[src/rtl/whac_pkg.sv]
// rtl/whac_pkg.sv - shared types and constants for the whac-a-mole round scheduler
package whac_pkg;

  localparam int MS_W = 12;

  // Galois feedback mask for x^16 + x^14 + x^13 + x^11 (right-shifting form)
  localparam logic [15:0] LFSR_POLY = 16'hB400;

  typedef enum logic [1:0] {
    IDLE  = 2'd0,
    ARMED = 2'd1,
    RUN   = 2'd2,
    OVER  = 2'd3
  } sched_state_t;

  typedef enum logic [1:0] {
    LEVEL_0 = 2'd0,
    LEVEL_1 = 2'd1,
    LEVEL_2 = 2'd2,
    LEVEL_3 = 2'd3
  } level_t;

  // Level 3 has no window of its own and plays as level 2.
  function automatic logic [MS_W-1:0] level_window(
    input level_t          lvl,
    input logic [MS_W-1:0] w0,
    input logic [MS_W-1:0] w1,
    input logic [MS_W-1:0] w2
  );
    case (lvl)
      LEVEL_0: level_window = w0;
      LEVEL_1: level_window = w1;
      default: level_window = w2;
    endcase
  endfunction

endpackage

[src/rtl/mole_lfsr.sv]
// rtl/mole_lfsr.sv - free-running 16-bit Galois LFSR used for mole selection
module mole_lfsr
  import whac_pkg::*;
#(
  parameter logic [15:0] SEED = 16'hACE1
) (
  input  logic        clk,
  input  logic        rst_n,
  output logic [15:0] q
);

  logic [15:0] q_q;
  logic [15:0] q_d;

  always_comb begin
    q_d = {1'b0, q_q[15:1]} ^ (q_q[0] ? LFSR_POLY : 16'h0000);
  end

  always_ff @(posedge clk or negedge rst_n) begin
    if (!rst_n) begin
      q_q <= SEED;
    end else begin
      q_q <= q_d;
    end
  end

  assign q = q_q;

endmodule

[src/rtl/mole_round_scheduler.sv]
// rtl/mole_round_scheduler.sv - picks moles, runs the per-mole ms countdown, tracks streak and lives
module mole_round_scheduler
  import whac_pkg::*;
#(
  parameter int          NUM_MOLES  = 8,
  parameter int          TICK_DIV   = 50000,
  parameter int          LVL0_MS    = 1500,
  parameter int          LVL1_MS    = 1000,
  parameter int          LVL2_MS    = 600,
  parameter int          MIN_MS     = 300,
  parameter int          STEP_MS    = 50,
  parameter int          STREAK_LEN = 5,
  parameter int          LIVES      = 3,
  parameter logic [15:0] LFSR_SEED  = 16'hACE1
) (
  input  logic                         clk,
  input  logic                         rst_n,
  input  logic                         game_start,
  input  logic [1:0]                   level,
  input  logic                         ready_for_mole,
  input  logic                         timeout_start,
  output logic [NUM_MOLES-1:0]         mole_onehot,
  output logic [$clog2(NUM_MOLES)-1:0] mole_idx,
  output logic                         timeout,
  output logic [MS_W-1:0]              window_ms,
  output logic [1:0]                   lives_left,
  output logic                         game_over
);

  localparam int IW = $clog2(NUM_MOLES);
  localparam int TW = (TICK_DIV > 1) ? $clog2(TICK_DIV) : 1;
  localparam int SW = $clog2(STREAK_LEN + 1);

  localparam logic [TW-1:0]   TICK_LAST  = TW'(TICK_DIV - 1);
  localparam logic [MS_W-1:0] W_LVL0     = MS_W'(LVL0_MS);
  localparam logic [MS_W-1:0] W_LVL1     = MS_W'(LVL1_MS);
  localparam logic [MS_W-1:0] W_LVL2     = MS_W'(LVL2_MS);
  localparam logic [MS_W-1:0] W_MIN      = MS_W'(MIN_MS);
  localparam logic [MS_W-1:0] W_STEP     = MS_W'(STEP_MS);
  localparam logic [MS_W-1:0] SHRINK_LIM = MS_W'(MIN_MS + STEP_MS);
  localparam logic [SW-1:0]   STREAK_TOP = SW'(STREAK_LEN - 1);
  localparam logic [1:0]      LIVES_INIT = 2'(LIVES);

  sched_state_t         state_q, state_d;
  logic [IW-1:0]        idx_q, idx_d;
  logic [NUM_MOLES-1:0] onehot_q, onehot_d;
  logic                 timeout_q, timeout_d;
  logic [MS_W-1:0]      window_q, window_d;
  logic [1:0]           lives_q, lives_d;
  logic                 over_q, over_d;
  logic [SW-1:0]        streak_q, streak_d;
  logic [MS_W-1:0]      remaining_q, remaining_d;
  logic [TW-1:0]        tick_q, tick_d;
  logic                 ts_prev_q;

  logic [15:0]          lfsr_q;
  logic [IW-1:0]        cand;
  logic                 fall;
  logic                 lfsr_unused;

  mole_lfsr #(
    .SEED (LFSR_SEED)
  ) u_lfsr (
    .clk   (clk),
    .rst_n (rst_n),
    .q     (lfsr_q)
  );

  assign lfsr_unused = ^lfsr_q[15:IW];

  always_comb begin
    state_d     = state_q;
    idx_d       = idx_q;
    onehot_d    = onehot_q;
    timeout_d   = timeout_q;
    window_d    = window_q;
    lives_d     = lives_q;
    over_d      = over_q;
    streak_d    = streak_q;
    remaining_d = remaining_q;
    tick_d      = tick_q;

    // Never light the same mole twice in a row.
    cand = lfsr_q[IW-1:0];
    if (cand == idx_q) begin
      cand = cand + IW'(1);
    end
    fall = ts_prev_q & ~timeout_start;

    if (game_start) begin
      state_d     = ARMED;
      onehot_d    = '0;
      timeout_d   = 1'b1;
      window_d    = level_window(level_t'(level), W_LVL0, W_LVL1, W_LVL2);
      lives_d     = LIVES_INIT;
      over_d      = 1'b0;
      streak_d    = '0;
      remaining_d = '0;
      tick_d      = '0;
    end else begin
      case (state_q)
        IDLE: begin
          onehot_d  = '0;
          timeout_d = 1'b1;
        end
        ARMED, RUN: begin
          if (ready_for_mole) begin
            state_d       = RUN;
            idx_d         = cand;
            onehot_d      = '0;
            onehot_d[cand] = 1'b1;
            remaining_d   = window_q;
            tick_d        = '0;
            timeout_d     = 1'b1;
          end else if (state_q == RUN) begin
            if (fall) begin
              onehot_d  = '0;
              timeout_d = 1'b1;
              state_d   = ARMED;
              if (remaining_q != '0) begin
                if (streak_q == STREAK_TOP) begin
                  streak_d = '0;
                  window_d = (window_q >= SHRINK_LIM) ? (window_q - W_STEP) : W_MIN;
                end else begin
                  streak_d = streak_q + SW'(1);
                end
              end else begin
                streak_d = '0;
                lives_d  = lives_q - 2'd1;
                if (lives_q == 2'd1) begin
                  state_d = OVER;
                  over_d  = 1'b1;
                end
              end
            end else if (timeout_start) begin
              if (tick_q == TICK_LAST) begin
                tick_d = '0;
                if (remaining_q != '0) begin
                  remaining_d = remaining_q - MS_W'(1);
                end
              end else begin
                tick_d = tick_q + TW'(1);
              end
              timeout_d = (remaining_d != '0);
            end
          end
        end
        OVER: begin
          onehot_d  = '0;
          timeout_d = 1'b1;
        end
      endcase
    end
  end

  always_ff @(posedge clk or negedge rst_n) begin
    if (!rst_n) begin
      state_q     <= IDLE;
      idx_q       <= '0;
      onehot_q    <= '0;
      timeout_q   <= 1'b1;
      window_q    <= W_LVL0;
      lives_q     <= LIVES_INIT;
      over_q      <= 1'b0;
      streak_q    <= '0;
      remaining_q <= '0;
      tick_q      <= '0;
      ts_prev_q   <= 1'b0;
    end else begin
      state_q     <= state_d;
      idx_q       <= idx_d;
      onehot_q    <= onehot_d;
      timeout_q   <= timeout_d;
      window_q    <= window_d;
      lives_q     <= lives_d;
      over_q      <= over_d;
      streak_q    <= streak_d;
      remaining_q <= remaining_d;
      tick_q      <= tick_d;
      ts_prev_q   <= timeout_start;
    end
  end

  assign mole_onehot = onehot_q;
  assign mole_idx    = idx_q;
  assign timeout     = timeout_q;
  assign window_ms   = window_q;
  assign lives_left  = lives_q;
  assign game_over   = over_q;

endmodule

[config.mk]
export PLATFORM = sky130hd
export DESIGN_NAME = mole_round_scheduler
export DESIGN_NICKNAME = d
export VERILOG_FILES = /design/src/rtl/whac_pkg.sv /design/src/rtl/mole_lfsr.sv /design/src/rtl/mole_round_scheduler.sv
export SDC_FILE = /design/constraint.sdc
export NUM_CORES = 1
export LEC_CHECK = 0
export BUFFER_PORTS_ARGS = -buffer_cell sky130_fd_sc_hd__buf_2
export CAP_MARGIN = 25
export CORE_UTILIZATION = 35
export DETAILED_ROUTE_END_ITERATION = 7
export SLEW_MARGIN = 20
export SYNTH_ARGS = -nofsm -noshare
export SYNTH_HDL_FRONTEND = slang
export SYNTH_SLANG_ARGS = --single-unit
export TNS_END_PERCENT = 1
[constraint.sdc]
create_clock -name clk -period 5.65 [get_ports clk]
set_clock_uncertainty 0.05 [all_clocks]
set_input_delay 0.565 -clock clk [delete_from_list [all_inputs] [get_ports clk]]
set_output_delay 0.565 -clock clk [all_outputs]
set_load 0.02 [all_outputs]
==> flow_summary.yaml, run 1 <==
placed_design:
  dp_hpwl_um: 6460
  place_congestion: 0.896
  io_buffers: 32
  placed_cells: 592
outcome:
  outcome: "completed"
yosys:
  synth_most_common_cell: "dfrtp_1"
  netlist_top_cells_area: "dfrtp_1 36%, dfstp_2 12%, o21ai_0 4.8%"
  synth_fp_nets: 450
  syn_area_per_cell_sq_um: 9.39
  async_flop_share_pct: 100
  postSynthCellCount: 434
  synthesis.area_sq_um: 4070
  ys_types: 68
  synth_flop_cell: "dfrtp_1"
  yosysTopAreaCell: "dfrtp_1"
  ys_ff_latch: 76
  synth_common_cells: "58 x dfrtp_1, 50 x nor2_1, 39 x o21ai_0"
  synth-edff-count: 0
  yosys_warnings: 0
  yosysTopAreaCellShare_pct: 35.6
  seq_area_frac_synth_pct: 47.2
timing:
  slew_headroom_pct: 34.7
  final.min_clock_period_ns: 3.22
  hold_viol_final: 0
  drv_slew: 0
  setup_tns_ns: 0
  post-route-period-util_pct: 57.0
  worst_pin_slew_ns: 0.978
  setup_violations: 0
  grt_setup_unrepaired: "false"
  fmax_mhz: 310
drt:
  drt_iter0_markers: 189
  dr.max_layer_used: "met4"
  met1_length_um: 4730
  met2RoutedLength_um: 4460
  wl_um: 9680
  routedWlPerCell_um: 15.9
  final_antenna_net_count: 0
  dr.pass1.iters: 4
  vias_per_cell: 5.51
  drc: 0
  num_vias: 3357
  wl_met3_um: 343
cts:
  clk_latency_ns: 0.34
  cts_root_buffer: "clkbuf_16"
  cts_setup_buffers: 0
  htreeDepth: 3
  ctsHoldBuffers: 0
  path_clk_slew_ns: 0.06
  cts_tree: "done"
  cts-resized-gates: 0
  cts_buffers: 9
  cts.sinks: 76
  clock_path_buffers: 2
critical_path:
  crit_path_top_delay_cell: "a31oi_1"
  crit_fanout: 20
  worstPathRequired_ns: 5.83
  startpoint_type: "flip-flop"
  critPathBufInv: 0
  cp_top_family: "compound AO/OA/AOI/OAI gates"
  crit_chain: "ha_1 -> and4b_1 -> nand4_1 -> a31oi_1 -> o21ai_0 -> and2_1 -> a31o_2"
  worst-setup-path-type: "reg -> reg"
  cp_slowest_stage_delay_ns: 0.89
  cp.arrival_ns: 3.40
  endpoint_kind: "flip-flop"
grt:
  grt_pass1_vias: 3260
  grt_pass1_wl_um: 16000
  antenna_found_initial: 0
  grt_max_degree: 77
  grtUsageTotal_pct: 17.4
  grt-ovfl-total: 0
die:
  io_pins: 34
  start_util_pct: 35.8
  dieArea_sq_um: 12100
  rows: 39
  core_sq_um: 11400
  die_x_um: 110
  die_h_um: 110
power:
  p_leak_uw: 0.00209
  vdd_drop_max_v: 0.000355
  power.density_nw_per_um2: 338
final_layout:
  n_antenna_cell: 0
  post_route_cells_drive_above_1_share_pct: 17.6
  finalNonFillerCells: 609
  fin_nets: 477
  syn_to_final_growth_pct: 16.8
min_path:
  hp-class: "in -> async"
flow_run:
  maxCapViolCount: 0
power by group:
part	switching (uW)	internal [uW]	total [uW]
Combinational	153	79.5	233
Sequential	36.2	575	611
Clock	230	534	763
Total	419	1190	1610
cell families (layout without fill, tap and decap cells):
family	count (synthesis)	count (layout)	synth area share (%)
mux	8	8	2.03
other cells	1	1	0.0920
buf+inv	37	69	3.78
simple gates	165	165	20.8
fa+ha+maj	9	9	2.76
compound gates	121	121	19.7
xor+xnor	17	17	3.65
flops	76	76	47.2
path summary, 6_finish.rpt:
kind | startpoint | end | slack, ns | depth (start not counted)
worst max-delay path | tick_q[0] | remaining_q[0] | 2.43 | 7
worst min-delay path | rst_n | tick_q[2] | 0.12 | 1
worst max register to register | tick_q[0] | remaining_q[0] | 2.43 | 7
worst min register to register | u_lfsr.q[8] | u_lfsr.q[7] | 0.30 | 0
max in group asynchronous | rst_n | lives_left[0] | 4.79 | 2
min in group clk | u_lfsr.q[8] | u_lfsr.q[7] | 0.30 | 0
flip-flops by register name, indices dropped and copies added (netlist names):
| signal | flops |
|---|---|
| tick_q | 16 |
| u_lfsr.q | 16 |
| remaining_q | 12 |
| window_ms | 11 |
| mole_onehot | 8 |
| mole_idx | 3 |
| streak_q | 3 |
| lives_left | 2 |
| state_q | 2 |
| game_over | 1 |
| timeout | 1 |
| ts_prev_q | 1 |
per-layer routing:
metal,track usage [%],vias to the layer above
met3,4.62,14
met2,26.8,56
met5,0,-
li1,-,1639
met4,6.67,0
met1,23.2,1648
cells in the final DEF, fill, tap and decap left out, types with 3 or more instances in the layout:
master     count
dfrtp_1       58
nor2_1        50
o21ai_0       39
buf_2         31
nand2_1       30
a21oi_1       21
inv_1         18
dfstp_2       18
nor3_1        16
nand3_1       13
xor2_1        11
a22o_1        11
nor4_1        10
a31oi_1        9
ha_1           9
clkbuf_16      9
nand4_1        7
xnor2_1        6
and3_1         6
mux2i_1        6
nor2b_1        5
bufinv_16      5
o31ai_1        4
and2_1         4
a21o_1         4
or3_1          4
nand2b_1       3
o2bb2ai_1      3
a22oi_1        3
per-stage QoR:
stage	hold WS [ns]	instance area (sq um)	worst slack (ns)	total power (uW)	util (%)
global route	0.152	4760	2.23	1680	41.9
CTS	0.301	4740	2.43	1620	41.7
finish	0.122	4760	2.43	1610	41.9
floorplan	0.219	4070	3.25	780	-
detailed placement	0.287	4340	2.46	851	38.2
global placement	0.284	4340	2.59	847	38.2
layout make-up:
type / count / area [sq um]
multi-input cells: 321 / 2000
inverters: 19 / 71.3
well taps: 143 / 179
fillers: 1091 / 6610
clock inverters: 6 / 159
flip-flops and latches: 76 / 1920
repair buffers: 34 / 190
clock buffers: 10 / 239
Note: power is estimated with default switching activity, not from simulation.
==> run 2, diff against run 1 <==
==> constraint.sdc (replaced) <==
create_clock -name clk -period 2.87 [get_ports clk]
set_clock_uncertainty 0.05 [all_clocks]
set_input_delay 0.287 -clock clk [delete_from_list [all_inputs] [get_ports clk]]
set_output_delay 0.287 -clock clk [all_outputs]
set_load 0.02 [all_outputs]
==> run 2 against run 1 <==
  * First-iteration DRC count grew 31%
  * Via count rose by 1.7%
  * Count of clock-buffer cells in the layout increased by 4
  * Critical endpoint is now window_ms[3]
  * Die area did not move
  * Highest routed layer unchanged
==> flow_summary.yaml, run 2 (synthesis gave the netlist of run 1 again) <==
outcome:
  outcome: "completed"
drt:
  num_vias: 3413
  wl_um: 9920
  drt_iter0_markers: 248
  dr.pass1.iters: 4
  vias_per_cell: 5.49
  final_antenna_net_count: 0
  drc: 0
  routedWlPerCell_um: 16.0
final_layout:
  syn_to_final_growth_pct: 17.4
  multiInputGateArea_sq_um: 2000
  fillerInstances: 1119
  register_area_sq_um: 1920
  n_antenna_cell: 0
  fin_nets: 490
  post_route_cells_drive_above_1_share_pct: 18.8
  mostFrequentLayoutCells: "58 x dfrtp_1, 50 x nor2_1, 39 x o21ai_0, 31 x buf_2, 30 x nand2_1"
  mostFrequentLayoutCell: "dfrtp_1"
timing:
  final.min_clock_period_ns: 2.62
  drv_slew: 0
  slew_headroom_pct: 45.5
  worst_pin_slew_ns: 0.797
  hold_viol_final: 0
  setup_tns_ns: 0
  hold-worst-slack_ns: 0.0760
  grt_setup_unrepaired: "false"
  setup_violations: 0
  fmax_mhz: 382
  post-route-period-util_pct: 91.3
die:
  io_pins: 34
  die_x_um: 110
  rows: 39
  core_sq_um: 11400
  die_h_um: 110
  dieArea_sq_um: 12100
  start_util_pct: 35.8
cts:
  clock_path_buffers: 2
  htreeDepth: 3
  cts_tree: "done"
  cts-resized-gates: 0
  clk_latency_ns: 0.33
  cts_buffers: 9
  path_clk_slew_ns: 0.05
  cts.sinks: 76
  cts_root_buffer: "clkbuf_16"
critical_path:
  crit_fanout: 10
  startpoint_type: "flip-flop"
  r2r_slack_ns: 0.25
  cp.arrival_ns: 2.84
  worstPathRequired_ns: 3.08
  endpoint_kind: "flip-flop"
  crit_chain: "inv_1 -> ha_1 -> or3_1 -> a211oi_2 -> nor2b_1 -> nand3_1 -> a21o_1"
  critPathBufInv: 1
  crit_path_top_delay_cell: "or3_1"
  cp_slowest_stage_delay_ns: 0.53
  worst-setup-path-type: "reg -> reg"
  cp_top_family: "simple AND/OR/NAND/NOR gates"
  r2r_end: "window_ms[3]"
  timing.rr.start: "state_q[0]"
  worstRegToRegCells: 7
min_path:
  hold_path_end: "ts_prev_q"
  worstHoldStart: "timeout_start"
  hp-class: "in -> reg"
  whs_path_depth: 1
grt:
  antenna_found_initial: 0
  grt-ovfl-total: 0
  grt_pass1_wl_um: 16600
  grt_max_degree: 77
  grtUsageTotal_pct: 17.9
  grt_pass1_vias: 3209
power:
  power_uw: 2890
  p_leak_uw: 0.00212
  power.density_nw_per_um2: 605
  vdd_drop_max_v: 0.000345
flow_run:
  maxCapViolCount: 0
placed_design:
  place_congestion: 0.902
  io_buffers: 32
  dp_hpwl_um: 6780
## run 2: final cells by class
class	instances	share of cell area (%)
tap	143	3.74
clock inverter	2	1.26
clock buffer	14	5.31
multi-input combinational	321	41.7
timing repair buffer	47	6.23
inverter	19	1.49
sequential	76	40.2
## run 2: through the flow
step / setup WS [ns] / std cells / area [sq um] / util, %
after floorplan: 0.465 / 434 / 4070 / -
after detailed placement: 0.302 / 604 / 4430 / 39.0
after global placement: 0.364 / 604 / 4430 / 39.0
final: 0.249 / 622 / 4780 / 42.1
after global routing: 0.0529 / 622 / 4780 / 42.1
after CTS: 0.267 / 620 / 4740 / 41.7
## run 2: worst max-delay path by stage
stage                               from  slack (ns)  depth (start not counted)            to
final                         state_q[0]        0.25                          7  window_ms[3]
after global routing          state_q[0]        0.05                          7  window_ms[9]
after CTS                     state_q[0]        0.27                          7  window_ms[3]
after detailed placement      state_q[0]        0.30                          7  window_ms[3]
after global placement    remaining_q[7]        0.36                          8       timeout
after floorplan               state_q[0]        0.47                          9  window_ms[3]
## run 2: report_power, final
group	internal, uW	switching (uW)
Combinational	173	307
Sequential	1130	71.8
Clock	787	420
Total	2090	800
## run 2: timing repair
action,4_1_cts,5_1_grt
buffers inserted,0,0
hold endpoints to repair,0,12
hold buffers,0,1
## run 2: layer usage
metal	routed length [um]	GRT usage, %	vias to the layer above	share of wire (%)
met2	4610	27.3	75	46
met3	446	4.15	15	4.5
met4	182	6.38	0	1.8
li1	-	-	1666	-
met1	4680	24.8	1657	47
met5	0	0	-	0
==> run 3, diff against run 2 <==
--- a/config.mk
+++ b/config.mk
@@ -9,6 +9,7 @@
 export CAP_MARGIN = 25
 export CORE_UTILIZATION = 35
 export DETAILED_ROUTE_END_ITERATION = 7
+export PLACE_DENSITY = 0.51
 export SLEW_MARGIN = 20
 export SYNTH_ARGS = -nofsm -noshare
 export SYNTH_HDL_FRONTEND = slang
==> run 3 against run 2 <==
  * The flow now finishes with violations (negative hold slack)
  * Register-to-register slack improved by 0.07 ns
  * Largest power group unchanged
  * Count of clock-buffer cells in the layout down 3
  * Critical endpoint is now timeout
  * Global-route usage rose by 0.70 points
  * Wire length increased by 4.8%
  * Cell count increased by 0.32%
  * Non-clock buffer count increased by 2
  * Utilization up 0.077 points
  * Largest cell class unchanged
  * Die area unchanged
  * Worst hold slack got worse by 0.19 ns
  * Fmax up 2.9%
  * Clock power rose by 3%
  * First-iteration DRC count is 42% lower
==> flow_summary.yaml, run 3 (synthesis gave the netlist of run 1 again) <==
drt:
  wl_um: 10400
  drt_iter0_markers: 144
  drc: 0
  vias_per_cell: 5.56
  dr.pass1.iters: 4
  num_vias: 3469
  routedWlPerCell_um: 16.7
  final_antenna_net_count: 0
cts:
  cts_buffers: 9
  clock_path_buffers: 2
  path_clk_slew_ns: 0.06
  cts-resized-gates: 0
  cts_root_buffer: "clkbuf_16"
  ctsHoldBuffers: 0
  clk_latency_ns: 0.34
  htreeDepth: 3
  cts_setup_buffers: 0
  cts.sinks: 76
  cts_tree: "done"
power:
  p_leak_uw: 0.00212
  power.density_nw_per_um2: 615
  vdd_drop_max_v: 0.000252
die:
  core_sq_um: 11400
  rows: 39
  start_util_pct: 35.8
  die_x_um: 110
  die_h_um: 110
  io_pins: 34
  dieArea_sq_um: 12100
timing:
  grt_setup_unrepaired: "false"
  final.min_clock_period_ns: 2.55
  hold-worst-slack_ns: -0.109
  post-route-period-util_pct: 88.8
  setup_violations: 0
  drv_slew: 0
  slew_headroom_pct: 45.5
  fmax_mhz: 392
  setup_tns_ns: 0
  hold_viol_final: 58
  worst_pin_slew_ns: 0.796
final_layout:
  post-route-util_pct: 42.1
  post_route_cells_drive_above_1_share_pct: 20.0
  mostFrequentLayoutCells: "58 x dfrtp_1, 50 x nor2_1, 39 x o21ai_0, 31 x buf_2, 30 x nand2_1"
  n_antenna_cell: 0
  fillerInstances: 1126
  fin_nets: 492
  mostFrequentLayoutCell: "dfrtp_1"
  syn_to_final_growth_pct: 17.6
critical_path:
  worstPathRequired_ns: 3.08
  startpoint_type: "flip-flop"
  cp.arrival_ns: 2.76
  endpoint_kind: "flip-flop"
  worst-setup-path-type: "reg -> reg"
  crit_fanout: 11
grt:
  grt_pass1_wl_um: 16900
  grtUsageTotal_pct: 18.6
  grt-ovfl-total: 0
  grt_max_degree: 77
  antenna_found_initial: 0
  grt_pass1_vias: 3303
outcome:
  violations: "negative hold slack"
  outcome: "finished, violations left"
placed_design:
  dp_hpwl_um: 7180
  place_congestion: 0.874
  io_buffers: 32
min_path:
  hp-class: "in -> async"
flow_run:
  maxCapViolCount: 0
## run 3: final cells by class
type                    count  area (sq um)  share of cell area (%)
flip-flops and latches     76          1920                    40.2
multi-input cells         321          2000                    41.7
well taps                 143           179                    3.73
repair buffers             49           294                    6.14
inverters                  19          71.3                    1.49
clock buffers              11           243                    5.07
clock inverters             5          83.8                    1.75
## run 3: worst max-delay path, cell delays in order (launching register included)
cell and delay [ns]:
dfrtp_1 0.39, ha_1 0.22, and4b_1 0.25, nand4_1 0.41, nor4b_1 0.58, xnor2_1 0.17
a2111oi_2 0.29, a31oi_1 0.12
## run 3: worst paths after layout
kind	depth (start not counted)	slack (ns)	endpoint	from
max	7	0.32	timeout	tick_q[0]
max in group asynchronous	1	2.34	remaining_q[10]	rst_n
min	1	-0.11	tick_q[5]	rst_n
min reg2reg	0	0.30	u_lfsr.q[8]	u_lfsr.q[9]
max reg2reg	7	0.32	timeout	tick_q[0]
min in group clk	1	0.06	ts_prev_q	timeout_start
## run 3: routing by layer
layer / up-vias / routed length, um / track usage, %
met4: 0 / 233 / 8.95
met2: 82 / 4740 / 28.2
met3: 19 / 480 / 3.68
li1: 1663 / - / -
met1: 1705 / 4950 / 25.4
met5: - / 0 / 0
## run 3: where the power goes
part           leakage [uW]  switching, uW  internal [uW]
clock network      0.000152            461            788
logic              0.000998            313            181
registers          0.000971           71.3           1130
total               0.00212            845           2100
## run 3: per-stage QoR
step	power, uW	worst slack [ns]	instance area, sq um	std cells
floorplan	1540	0.465	4070	434
global placement	1710	0.409	4460	608
detailed placement	1710	0.347	4460	608
CTS	2980	0.341	4790	624
global route	3080	0.0720	4790	624
finish	2950	0.322	4790	624
